`src/rtl/branch_pc_unit.sv`:
```
// PC sequencer and ALU flag register with start/run/halt control.
// Optional BRANCH_LUT_EN: taken branches jump to an absolute target from a 16-entry LUT.
module branch_pc_unit #(
   parameter int PC_W = 10
) (
   input  logic            Clk,
   input  logic            Reset_n,
   input  logic            Start,
   input  logic [PC_W-1:0] StartAddr,
   input  logic            Halt,
   input  logic            FlagWr,
   input  logic            ZeroIn,
   input  logic            LTIn,
   input  logic [1:0]      BrOp,
   input  logic [7:0]      Offset,
   input  logic            LutWr,
   input  logic [3:0]      LutAddr,
   input  logic [PC_W-1:0] LutData,
   output logic [PC_W-1:0] PC,
   output logic            ZeroFlag,
   output logic            LTFlag,
   output logic            Taken,
   output logic            Running,
   output logic            Done
);

   typedef enum logic [1:0] {
      IDLE = 2'd0,
      RUN  = 2'd1,
      HALT = 2'd2
   } state_t;

   state_t          state;
   logic            take;
   logic [PC_W-1:0] target;

   // Decision uses the stored flags, so a coincident FlagWr cannot affect it.
   always_comb begin
      take = 1'b0;
      unique case (BrOp)
         2'b01:   take = ZeroFlag;
         2'b10:   take = LTFlag;
         2'b11:   take = 1'b1;
         default: take = 1'b0;
      endcase
   end

`ifdef BRANCH_LUT_EN
   logic [PC_W-1:0] lut [16];
   logic            unused_off;

   always_ff @(posedge Clk or negedge Reset_n) begin
      if (!Reset_n) begin
         for (int i = 0; i < 16; i++) lut[i] <= '0;
      end else if (LutWr) begin
         lut[LutAddr] <= LutData;
      end
   end

   assign target     = lut[Offset[3:0]];
   assign unused_off = ^Offset[7:4];
`else
   logic unused_lut;

   assign target     = PC + PC_W'($signed(Offset));
   assign unused_lut = ^{LutWr, LutAddr, LutData};
`endif

   always_ff @(posedge Clk or negedge Reset_n) begin
      if (!Reset_n) begin
         state    <= IDLE;
         PC       <= '0;
         ZeroFlag <= 1'b0;
         LTFlag   <= 1'b0;
         Taken    <= 1'b0;
         Running  <= 1'b0;
         Done     <= 1'b0;
      end else begin
         Taken <= 1'b0;
         if (FlagWr) begin
            ZeroFlag <= ZeroIn;
            LTFlag   <= LTIn;
         end
         unique case (state)
            IDLE, HALT: begin
               if (Start) begin
                  state   <= RUN;
                  PC      <= StartAddr;
                  Running <= 1'b1;
                  Done    <= 1'b0;
               end
            end
            RUN: begin
               if (Halt) begin
                  state   <= HALT;
                  Running <= 1'b0;
                  Done    <= 1'b1;
               end else begin
                  PC    <= take ? target : PC + PC_W'(1);
                  Taken <= take;
               end
            end
            default: begin
               state   <= IDLE;
               Running <= 1'b0;
               Done    <= 1'b0;
            end
         endcase
      end
   end

endmodule

```
`config.mk`:
```
export PLATFORM = sky130hd
export DESIGN_NAME = branch_pc_unit
export DESIGN_NICKNAME = d
export VERILOG_FILES = /design/src/rtl/branch_pc_unit.sv
export SDC_FILE = /design/constraint.sdc
export NUM_CORES = 1
export LEC_CHECK = 0
export ABC_AREA = 1
export ABC_CLOCK_PERIOD_IN_PS = 2000
export CAP_MARGIN = 20
export CORE_UTILIZATION = 38
export DETAILED_ROUTE_END_ITERATION = 8
export PLACE_DENSITY = 0.77
export SETUP_SLACK_MARGIN = 0.02
export SLEW_MARGIN = 20
export SYNTH_ARGS = -nofsm -noshare
export SYNTH_HDL_FRONTEND = slang
export SYNTH_SLANG_ARGS = --single-unit
```
`constraint.sdc`:
```
create_clock -name Clk -period 2 [get_ports Clk]
set_input_delay 0.2 -clock Clk [delete_from_list [all_inputs] [get_ports Clk]]
set_output_delay 0.2 -clock Clk [all_outputs]
set_load 0.03 [all_outputs]
```
## After elaboration in Yosys (flattened, before gate mapping)

Index checks and enable logic that the tools add are counted.

| word-level totals | value |
|---|---|
| register bits after elaboration | 17 |
| input port bits | 42 |
| output and inout bits | 15 |

| operators by class | value |
|---|---|
| $add $sub $neg | 2 |
| equality and inequality tests | 8 |
| mux-type cells | 16 |
| reduce and logical (&&, ||, !) cells | 5 |

Operators by type and width:

| operator | number |
|---|---|
| 10-bit 2-to-1 mux | 3 |
| 10-bit case mux with 2 select lines | 1 |
| 10-bit by 1-bit adder with 10-bit output, second input constant | 1 |
| 10-bit adder | 1 |
| 2-bit equality test, second input constant | 3 |
| 1-bit 2-to-1 mux | 6 |
| 2-bit inequality test, second input constant | 3 |
| 2-bit by 1-bit equality test with 1-bit output, second input constant | 2 |
| 2-bit 2-to-1 mux | 2 |
| 1-bit case mux with 2 select lines | 2 |
| 2-bit case mux with 2 select lines | 1 |
| 1-bit case mux with 3 select lines | 1 |
| 3-bit AND reduction | 1 |
| 2-bit zero test | 1 |
| 2-bit AND reduction | 1 |
| 2-bit nonzero test | 1 |
| 2-bit OR reduction | 1 |

## Depth between registers and ports, before layout

Gate-level depths: netlist of run 1.

| logic depth | value |
|---|---|
| depth in word-level cells | 5 |
| depth in mapped cells | 15 |
| gate-level depth less buffers | 15 |

## Worst setup path after synthesis of run 1

OpenSTA, ideal clock, no wires.

| timing path | value |
|---|---|
| kind | flip-flop to flip-flop |
| start | register LTFlag |
| end | register PC[8] |
| arrival | 2.184 ns |
| data required time | 1.883 ns |
| setup slack | -0.300 ns |
| stages on the path, launching flop included | 15 |
| buffers on the path | 0 |
| period minus slack after synthesis | 2.300 ns |
| cells stage by stage | dfrtp_1 -> inv_1 -> nand2_1 -> nand2_1 -> or2_2 -> ha_1 -> fa_1 -> nand3_1 -> nand2_1 -> nand2_1 -> nand2_1 -> nand2_1 -> nand3_1 -> nand2_1 -> nand2_1 |

| on the way | value |
|---|---|
| longest elaborated chain between the ends | 4 |

RTL lines:

| what | RTL line | RTL |
|---|---|---|
| start, declared | 21 | `output logic LTFlag,` |
| start signal, assigned | 82 | `LTFlag <= LTIn;` |
| 1-bit case mux with 3 select lines | 40 | `unique case (BrOp)` |
| 10-bit 2-to-1 mux | 99 | `PC <= take ? target : PC + PC_W'(1);` |
| 10-bit 2-to-1 mux | 94 | `if (Halt) begin` |
| 10-bit case mux with 2 select lines | 84 | `unique case (state)` |
| end signal, assigned | 88 | `PC <= StartAddr;` |
| end signal, assigned | 99 |  |
| end, declared | 19 | `output logic [PC_W-1:0] PC,` |

No other way between the ends. The select of a mux whose other input is x is not followed.
A chain may end at the register's enable or synchronous reset.

## Worst setup path in the final report of run 1

| timing path | value |
|---|---|
| start | register ZeroFlag |
| end | register PC[8] |

| on the way | value |
|---|---|
| longest elaborated chain between the ends | 4 |

RTL lines:

| what | RTL line | RTL |
|---|---|---|
| start, declared | 20 | `output logic ZeroFlag,` |
| start signal, assigned | 81 | `ZeroFlag <= ZeroIn;` |
| 1-bit case mux with 3 select lines | 40 |  |
| 10-bit 2-to-1 mux | 99 |  |
| 10-bit 2-to-1 mux | 94 |  |
| 10-bit case mux with 2 select lines | 84 |  |

No other way between the ends. The select of a mux whose other input is x is not followed.

==> results of run 1 <==
==> cells by family after synthesis <==
group / after synthesis / share of synthesized area (%)
xor gates and xnor gates: 2 / 1.38
buffers and inverters: 29 / 9.47
DFF: 16 / 31.6
AOI/OAI and AO/OA: 22 / 10.7
muxes: 1 / 0.888
adders and majority gates: 10 / 10.5
and+or+nand+nor: 108 / 35.5
==> stage by stage <==
stage / power (mW) / area [um2] / instances
floorplan: 1.60 / 1310 / 188
global placement: 2.18 / 1850 / 284
detailed placement: 2.21 / 1850 / 284
CTS: 2.48 / 1910 / 290
global route: 2.95 / 2060 / 293
finish: 2.75 / 2060 / 293
==> final cells by class <==
class | instances | share of cell area, %
Timing Repair Buffer | 59 | 27.4
Clock buffer | 4 | 1.76
Multi-Input combinational cell | 143 | 43.7
Sequential cell | 16 | 19.6
Tap cell | 44 | 2.68
Inverter | 27 | 4.93
==> layout by cell type, fill, tap and decap left out, types with 3 or more instances in the layout <==
cell	n
nand2_1	46
clkdlybuf4s50_1	40
nor2_1	25
inv_1	23
dfrtp_1	14
buf_4	14
nand3_1	13
a21oi_2	8
nand2_2	7
nand2_4	5
nor2_2	5
a21oi_1	5
ha_1	5
inv_2	4
ha_4	4
buf_6	4
o21ai_0	3
clkbuf_4	3
==> final timing paths <==
kind                                 to  cells past startpoint
worst min-delay path              PC[9]                      1
worst min register to register  Running                      2
worst max register to register    PC[8]                     14
min in group Clk                 LTFlag                      3
worst max-delay path              PC[8]                     14
max in group asynchronous          Done                      2
==> sequential cells by signal, summed over array words and instances, names as in the netlist <==
| signal | cells |
|---|---|
| Done | 1 |
| LTFlag | 1 |
| PC | 10 |
| Running | 1 |
| Taken | 1 |
| ZeroFlag | 1 |
| state | 1 |
==> routing by layer <==
metal  track usage, %  vias to the layer above  routed length, um
met1             27.0                      613               1510
li1                 -                      716                  -
met5                0                        -                  0
met2             35.1                       40               1750
met3             3.25                        4                144
met4             6.31                        0                 28
==> what timing repair did <==
item	in CTS	in global routing
setup buffers	2	3
hold buffers	0	0
pin swaps	2	15
endpoints found under the hold margin	0	0
endpoints found under the setup margin	2	7
gates resized for setup	1	30
==> worst register-to-register path, cell delays in order (launching register included) <==
cell and delay (ns):
dfrtp_2 0.39, nand2_2 0.07, nand2_4 0.08, nand2_4 0.05, or2_4 0.23, ha_4 0.16
fa_2 0.38, nand3_4 0.08, nand2_4 0.06, nand2_2 0.07, nand2_1 0.05, nand2_1 0.05
nand3_1 0.06, nand2_1 0.07, nand2_1 0.04
==> power breakdown <==
group	total [mW]	internal (mW)	switching (mW)	leakage (nW)
registers	0.586	0.446	0.140	0.188
logic	1.93	0.899	1.03	0.794
clock network	0.232	0.111	0.121	0.0210
==> metrics, run 1 <==
CP endpoint kind=flop; Leak=1.00 nW; drt initial violations=60; top_reg_cell synth=dfrtp_1; Crit-path slowest cell=dfrtp_2; Synth-to-Final Area Change=62.1%; Ports=57; global-route wire length before repair=5540 um; Final setup violation count=0; dpl ws=-0.314 ns; number of synthesized flops with an enable pin=0; via/cell ratio=4.69; via count=1373; # clock sinks=16; Pre-antenna DRT Iters=4; Critical Path Fanout Max=3; DP HPWL=2470 um; register area=403 um2; Util after Layout=66.3%; Hold Crit Class=in2async; largest net degree at the start of global routing=16; PD cells=1340 nW/um2; Layout Skew=0.00537 ns; Async S/R FF share, synth=100%; row count=20; initial core utilization=40.9%; H-tree depth=1; number of routed nets with antenna violations=0; Chip Width=59.8 um; max cap viols=0; most frequent cells after synthesis=57 x nand2_1, 27 x nor2_1, 25 x inv_1, 16 x dfrtp_1, 15 x nand3_1; Total Routing Usage GR=20.7%; Clock Pin Slew Worst Setup and Hold Paths=0.11 ns; ranking of synthesized cells by area=dfrtp_1 32%, nand2_1 17%, ha_1 8.9%; data arrival time of the worst path=2.15 ns; TNS Setup=0 ns; Routability Congestion=0.837; post-synth design cell area=1270 um2; share of layout cells above drive strength 1=26.1%; Synth Instances=188; fin. max-slew vios=0; global route overflow=0; Yosys Warn Count=0; register area share after synthesis=31.6%; Final nets=302; Yosys top cell area share=31.6%; RSZ-0062 raised after global routing=yes; CTS tree=yes; syn_nets=240; FF-to-FF Start=ZeroFlag; CTS Buffer Depth=2; Max Clk Rate=513 MHz; delay-heaviest family, CP=simple AND/OR/NAND/NOR gates; crit-path max cell delay=0.39 ns; DRC=0; Netlist cell types=25; # fillers=278; initial antenna violation count=0; most frequent cell after synthesis=nand2_1; fin crit share=97.5%; minimum clock period=1.95 ns; Critical Path RT=2.20 ns; number of global-route vias before repair=1315; Syn Area/Cell=6.75 um2; final wirelength=3440 um; Reg2Reg Setup Slack=0.05 ns; critical-path cell list=nand2_2 > nand2_4 > nand2_4 > or2_4 > ha_4 > fa_2 > nand3_4 > nand2_4 > nand2_2 > nand2_1 > nand2_1 > nand3_1 > nand2_1 > nand2_1; Root Driver=clkbuf_4; WP buf/inv=0; n_diodes=0; worst hold slack=0.208 ns; Slew @ Worst Pin=0.480 ns; status=complete, no violations; core area=3100 um2; Yosys reg bits=16; DR WL/cell=11.7 um; crit path launch=ZeroFlag; Port Buffers=41; VDD IR max=770 uV; die area=3570 um2; final hold viol count=0; crit start category=flop; worst-skew pair later-pin latency=0.30 ns; Num CTS Buffers=3; multi-input logic area=898 um2; Worst Slack Setup Final=0.0498 ns; Most common cell on crit path=nand2_1; die height=59.8 um; Setup CP Type=reg2reg; Synth area leader=dfrtp_1; slew margin rel.=67.9%
No activity file was read; power rests on OpenSTA's default activity.
==> run 2: changes to the inputs <==
--- a/config.mk
+++ b/config.mk
@@ -5,12 +5,11 @@
 export SDC_FILE = /design/constraint.sdc
 export NUM_CORES = 1
 export LEC_CHECK = 0
-export ABC_AREA = 1
 export ABC_CLOCK_PERIOD_IN_PS = 2000
 export CAP_MARGIN = 20
-export CORE_UTILIZATION = 38
+export CORE_UTILIZATION = 36
 export DETAILED_ROUTE_END_ITERATION = 8
-export PLACE_DENSITY = 0.77
+export PLACE_DENSITY = 0.76
 export SETUP_SLACK_MARGIN = 0.02
 export SLEW_MARGIN = 20
 export SYNTH_ARGS = -nofsm -noshare
==> run 2 against run 1 <==
The run now ends with setup timing left. Critical path depth is 4 lower. Clock power is 2% lower. Worst hold slack better by 0.034 ns. Sequential power is 0.7% higher. Combinational power is 9% lower. Via count is 7.6% lower. Maximum frequency is 17% lower. Largest cell class unchanged. Highest routed layer unchanged.
==> metrics, run 2 <==
data arrival time of the worst path=2.54 ns (+0.39 ns); share of layout cells above drive strength 1=29.4% (+3.3 points); crit-path max cell delay=0.39 ns (about the same); fin cells=241 (-18%); initial core utilization=38.1% (-2.8 points); multi-input logic area=853 um2 (-5.0%); post-synth design cell area=1160 um2 (-8.3%); worst-skew pair later-pin latency=0.30 ns (about the same); fin crit share=117% (+19 points); DR WL/cell=14.8 um (+26%); placed cells=234 (-18%); minimum clock period=2.34 ns (+0.387 ns); die area=3460 um2 (-3.1%); Synth-to-Final Area Change=67.1%; Critical Path RT=2.20 ns (about the same); status=finished, violations left; Hold Buf Count CTS=0 (unchanged); drt initial violations=39 (-35%); Synth area leader=dfrtp_1; worst hold slack=0.242 ns (+0.0342 ns); Largest Register=PC; Hold Crit Class=in2async; PD cells=1320 nW/um2 (-1.3%); slew margin rel.=63.4% (-4.5 points); Netlist cell types=39 (+56%); via count=1269 (-7.6%); Total Routing Usage GR=22.5% (+1.8 points); Final nets=250 (-17%); register area share after synthesis=34.4% (+2.9 points); TNS Setup=-1.52 ns (-1.52 ns); RSZ-0062 raised after global routing=yes; Leak=0.845 nW (-16%); Synth Instances=131 (-30%); die height=58.9 um (-1.5%); Critical Path Fanout Max=3 (unchanged); number of synthesized flops with an enable pin=0 (unchanged); Layout Skew=0.0118 ns (+0.00646 ns); via/cell ratio=5.27 (+12%); Root Driver=clkbuf_4; register area=403 um2 (unchanged); global-route wire length before repair=5790 um (+4.5%); Yosys Warn Count=0 (unchanged); Max Clk Rate=428 MHz (-17%); largest net degree at the start of global routing=12 (-4); VDD IR max=612 uV (-21%); number of global-route vias before repair=1277 (-2.9%); CTS Buffer Depth=2 (unchanged); commonest non-fill, non-tap cell in the layout=clkdlybuf4s50_1; failing checks=setup timing; most frequent cells after synthesis=18 x nand2_1, 16 x dfrtp_1, 13 x nor2_1, 9 x ha_1, 7 x a21oi_1; Num CTS Buffers=3 (unchanged); Ports=57 (unchanged); max reg flops=10 (unchanged); crit path launch=ZeroFlag; Setup CP Type=reg2reg; Slew @ Worst Pin=0.547 ns (+0.0673 ns); Final setup violation count=8 (+8); # clock sinks=16 (unchanged); DRC=0 (unchanged); Pre-antenna DRT Iters=4 (unchanged); row count=20 (unchanged); delay-heaviest family, CP=compound AO/OA/AOI/OAI gates; top_reg_cell synth=dfrtp_1; Port Buffers=41 (unchanged); ranking of synthesized cells by area=dfrtp_1 34%, ha_1 9.7%, nand2_1 5.8%; Crit-path slowest cell=or3_4; leading cell types in the layout, fill and taps excluded=40 x clkdlybuf4s50_1, 23 x buf_4, 18 x nand2_1; DP HPWL=2720 um (+9.9%); CTS tree=yes; H-tree depth=1 (unchanged); CP endpoint kind=flop; most frequent cell after synthesis=nand2_1; n_diodes=0 (unchanged); FF-to-FF Start=ZeroFlag; max cap viols=0 (unchanged); final hold viol count=0 (unchanged); core area=3050 um2 (-1.6%); syn_nets=183 (-24%); initial antenna violation count=0 (unchanged); number of routed nets with antenna violations=0 (unchanged); Worst Slack Setup Final=-0.338 ns (-0.387 ns); crit start category=flop; Yosys reg bits=16 (unchanged); final wirelength=3570 um (+3.9%); Async S/R FF share, synth=100% (unchanged); Yosys top cell area share=34.4% (+2.9 points); Chip Width=58.9 um (-1.5%); Clock Pin Slew Worst Setup and Hold Paths=0.11 ns (about the same); WP buf/inv=0 (unchanged); critical-path cell list=nor2_2 > or3_4 > ha_4 > fa_2 > a21o_1 > a21oi_2 > o21bai_2 > a31oi_1 > mux2i_1 > nor2_1; Syn Area/Cell=8.88 um2 (+32%); # fillers=272 (-2.2%); fin. max-slew vios=0 (unchanged); Routability Congestion=0.870 (+3.9%); global route overflow=0 (unchanged)
==> run 2: cell types whose count changed after synthesis, moves of 3 or more <==
cell     change
inv_1       -22
a31oi_1      +3
and2_1       +5
nor2_1      -14
nand3_1      -9
a21o_1       +3
nand2_1     -39
xnor2_1      +3
==> run 2: cells by family after synthesis <==
kind of cell / share of synthesized area (%)
buffers and inverters: 2.04
xor gates and xnor gates: 3.76
AOI/OAI and AO/OA: 20.0
DFF: 34.4
and+or+nand+nor: 24.7
muxes: 3.66
adders and majority gates: 11.4
==> run 2: repair_timing <==
action / 4_1_cts / 5_1_grt
resized for setup: 5 / 10
setup buffers: 2 / 1
pin swaps: 1 / 11
endpoints found under the setup margin: 8 / 8
==> run 2: power by group <==
group | leakage (nW) | internal, mW | total (mW) | switching [mW]
Sequential | 0.188 | 0.445 | 0.590 | 0.145
Combinational | 0.636 | 0.868 | 1.75 | 0.879
Clock | 0.0210 | 0.111 | 0.228 | 0.117
==> run 2: path summary, 6_finish.rpt <==
path | to | slack (ns) | depth (start not counted)
min in group Clk | PC[5] | 0.46 | 3
hold reg to reg | PC[6] | 0.55 | 2
setup / recovery | PC[8] | -0.34 | 10
setup reg to reg | PC[8] | -0.34 | 10
hold / removal | PC[9] | 0.24 | 1
max in group asynchronous | PC[1] | 1.24 | 2
==> run 2: per-layer routing <==
| layer | wire [um] | track usage [%] | vias to the layer above | part of all wire (%) |
|---|---|---|---|---|
| li1 | - | - | 607 | - |
| met1 | 1500 | 27.3 | 594 | 42 |
| met2 | 1780 | 39.9 | 56 | 50 |
| met3 | 189 | 2.86 | 12 | 5.3 |
| met4 | 99 | 9.18 | 0 | 2.8 |
| met5 | 0 | 0 | - | 0 |
==> run 2: metrics by stage <==
stage	setup WS (ns)	cell area [um2]	total power [mW]	utilization, %
3_5_place_dp	-0.725	1830	2.18	59.8
6_report	-0.338	1940	2.56	63.7
3_3_place_gp	-0.622	1830	2.13	59.8
5_1_grt	-0.435	1940	2.75	63.7
2_1_floorplan	-0.312	1220	1.53	-
4_1_cts	-0.294	1890	2.46	61.8
==> run 2: area by class of cell <==
| cell class | count | share of cell area [%] |
|---|---|---|
| clock buffer | 4 | 1.87 |
| inverter | 4 | 0.772 |
| multi-input combinational | 109 | 43.9 |
| sequential | 16 | 20.7 |
| tap | 44 | 2.83 |
| timing repair buffer | 64 | 29.9 |
==> run 3: changes to the inputs <==
--- a/config.mk
+++ b/config.mk
@@ -15,3 +15,4 @@
 export SYNTH_ARGS = -nofsm -noshare
 export SYNTH_HDL_FRONTEND = slang
 export SYNTH_SLANG_ARGS = --single-unit
+export TNS_END_PERCENT = 1
==> run 3 against run 2 <==
Die area unchanged. Sequential power increased by 3%. Via count decreased by 2.7%. The run still ends with setup timing left. Final area increased by 2.0%. Wire length decreased by 3.4%. Sequential share of layout area decreased by 0.41 points. Total power increased by 0.24%. Utilization increased by 1.3 points. Cell count increased by 0.41%. Clock power about the same.
==> metrics, run 3 (synthesis results as in run 2) <==
number of global-route vias before repair=1403 (+9.9%); Final nets=251 (+0.40%); H-tree depth=1 (unchanged); Port Buffers=41 (unchanged); crit-path max cell delay=0.51 ns (+0.12 ns); # clock sinks=16 (unchanged); commonest non-fill, non-tap cell in the layout=clkdlybuf4s50_1; Root Driver=clkbuf_4; Hold Crit Class=in2async; Worst Slack Setup Final=-0.290 ns (+0.0475 ns); Pre-antenna DRT Iters=4 (unchanged); Reg2Reg Setup Slack=-0.29 ns (+0.05 ns); Total Routing Usage GR=22.9% (+0.43 points); Num CTS Buffers=3 (unchanged); status=finished, violations left; worst hold slack=0.227 ns (-0.0151 ns); PD cells=1300 nW/um2 (-1.7%); core area=3050 um2 (unchanged); global route overflow=0 (unchanged); Leak=0.837 nW (-0.95%); Critical Path Fanout Max=3 (unchanged); global-route wire length before repair=5980 um (+3.2%); Critical Path RT=2.21 ns (about the same); leading cell types in the layout, fill and taps excluded=40 x clkdlybuf4s50_1, 24 x buf_4, 18 x nand2_1; Util after Layout=65.0% (+1.3 points); Chip Width=58.9 um (unchanged); # fillers=264 (-2.9%); DRC=0 (unchanged); Ports=57 (unchanged); Max Clk Rate=437 MHz (+2.1%); worst-skew pair later-pin latency=0.31 ns (about the same); failing checks=setup timing; DR WL/cell=14.3 um (-3.8%); critical-path cell list=clkdlybuf4s50_1 > a21oi_4 > or3_1 > ha_2 > fa_2 > a21o_1 > a21oi_2 > o21bai_1 > a21oi_1 > mux2i_1 > nand2_1; Final Power=2.57 mW (+0.24%); largest net degree at the start of global routing=12 (unchanged); data arrival time of the worst path=2.50 ns (-0.04 ns); Synth-to-Final Area Change=70.4%; fin. max-slew vios=0 (unchanged); die height=58.9 um (unchanged); slew margin rel.=64.6% (+1.2 points); R2R cell count=10 (unchanged); fin crit share=115% (-2.4 points); Crit-path slowest cell=clkdlybuf4s50_1; final hold viol count=0 (unchanged); Slew @ Worst Pin=0.530 ns (-0.0174 ns); Layout Skew=0.0180 ns (+0.00621 ns); RSZ-0062 raised after global routing=yes; via count=1235 (-2.7%); final wirelength=3450 um (-3.4%); crit start category=primary input; max cap viols=0 (unchanged); Final setup violation count=7 (-1); minimum clock period=2.29 ns (-0.0475 ns); TNS Setup=-1.19 ns (+0.333 ns); die area=3460 um2 (unchanged); FF-to-FF Start=LTFlag; DP HPWL=2690 um (-0.80%); max reg flops=10 (unchanged); n_diodes=0 (unchanged); dpl ws=-0.797 ns (-0.0727 ns); initial antenna violation count=0 (unchanged); VDD IR max=504 uV (-18%); Clock Pin Slew Worst Setup and Hold Paths=0.12 ns (about the same); Routability Congestion=0.896 (+3.0%); CTS Buffer Depth=2 (unchanged); drt initial violations=51 (+31%); share of layout cells above drive strength 1=30.3% (+0.86 points); via/cell ratio=5.10 (-3.1%); Setup CP Type=in2reg; CP endpoint kind=flop; initial core utilization=38.1% (unchanged); r2r endpoint=PC[6]; CTS tree=yes; Largest Register=PC; row count=20 (unchanged); Hold Buf Count CTS=0 (unchanged); number of routed nets with antenna violations=0 (unchanged)
-- run 3: cell count changes in the layout (fill, tap and decap cells not counted), sizes merged --
cell | before | now
buf | 23 | 24
-- run 3: layer usage --
layer | wire length, um | track usage [%] | part of all wire [%] | up-vias
li1 | - | - | - | 608
met1 | 1430 | 25.8 | 41 | 579
met2 | 1800 | 41.4 | 52 | 37
met3 | 135 | 2.64 | 3.9 | 11
met4 | 91 | 13.3 | 2.6 | 0
met5 | 0 | 0 | 0 | -
-- run 3: power by group --
part	switching, mW	internal, mW	total (mW)
clock network	0.120	0.111	0.231
registers	0.164	0.445	0.609
logic	0.841	0.890	1.73
-- run 3: area by class of cell --
type / instances / area (um2) / share of cell area [%]
flip-flops and latches: 16 / 403 / 20.3
repair buffers: 65 / 589 / 29.7
inverters: 4 / 15.0 / 0.757
clock buffers: 4 / 36.3 / 1.83
well taps: 44 / 55.1 / 2.78
multi-input cells: 109 / 885 / 44.6
-- run 3: worst max-delay path: cells and delay by family --
| family | cells | cell delay (ns) |
|---|---|---|
| adder cells (fa/ha/maj) | 2 | 0.53 |
| buffers and inverters | 1 | 0.51 |
| multiplexers | 1 | 0.20 |
| AND/OR/NAND/NOR | 2 | 0.38 |
| AO/OA/AOI/OAI | 5 | 0.67 |
-- run 3: how the worst max path moves through the flow --
stage,startpoint,end,cells past startpoint,slack (ns)
after floorplan,ZeroFlag,PC[8],10,-0.31
after global placement,BrOp[1],PC[9],11,-0.75
after detailed placement,BrOp[1],PC[9],11,-0.80
after CTS,LTFlag,PC[6],10,-0.29
after global routing,ZeroFlag,PC[8],10,-0.42
final,BrOp[0],PC[6],11,-0.29
-- run 3: timing repair --
| action | 4_1_cts | 5_1_grt |
|---|---|---|
| setup buffers | 2 | 0 |
| gates resized for setup | 14 | 5 |
| pin swaps | 9 | 2 |
| endpoints found under the setup margin | 8 | 8 |
-- run 3: metrics by stage --
stage / area [um2] / instances
final: 1980 / 242
after global routing: 1980 / 242
after CTS: 1950 / 242
after detailed placement: 1800 / 236
after global placement: 1800 / 236
after floorplan: 1180 / 131
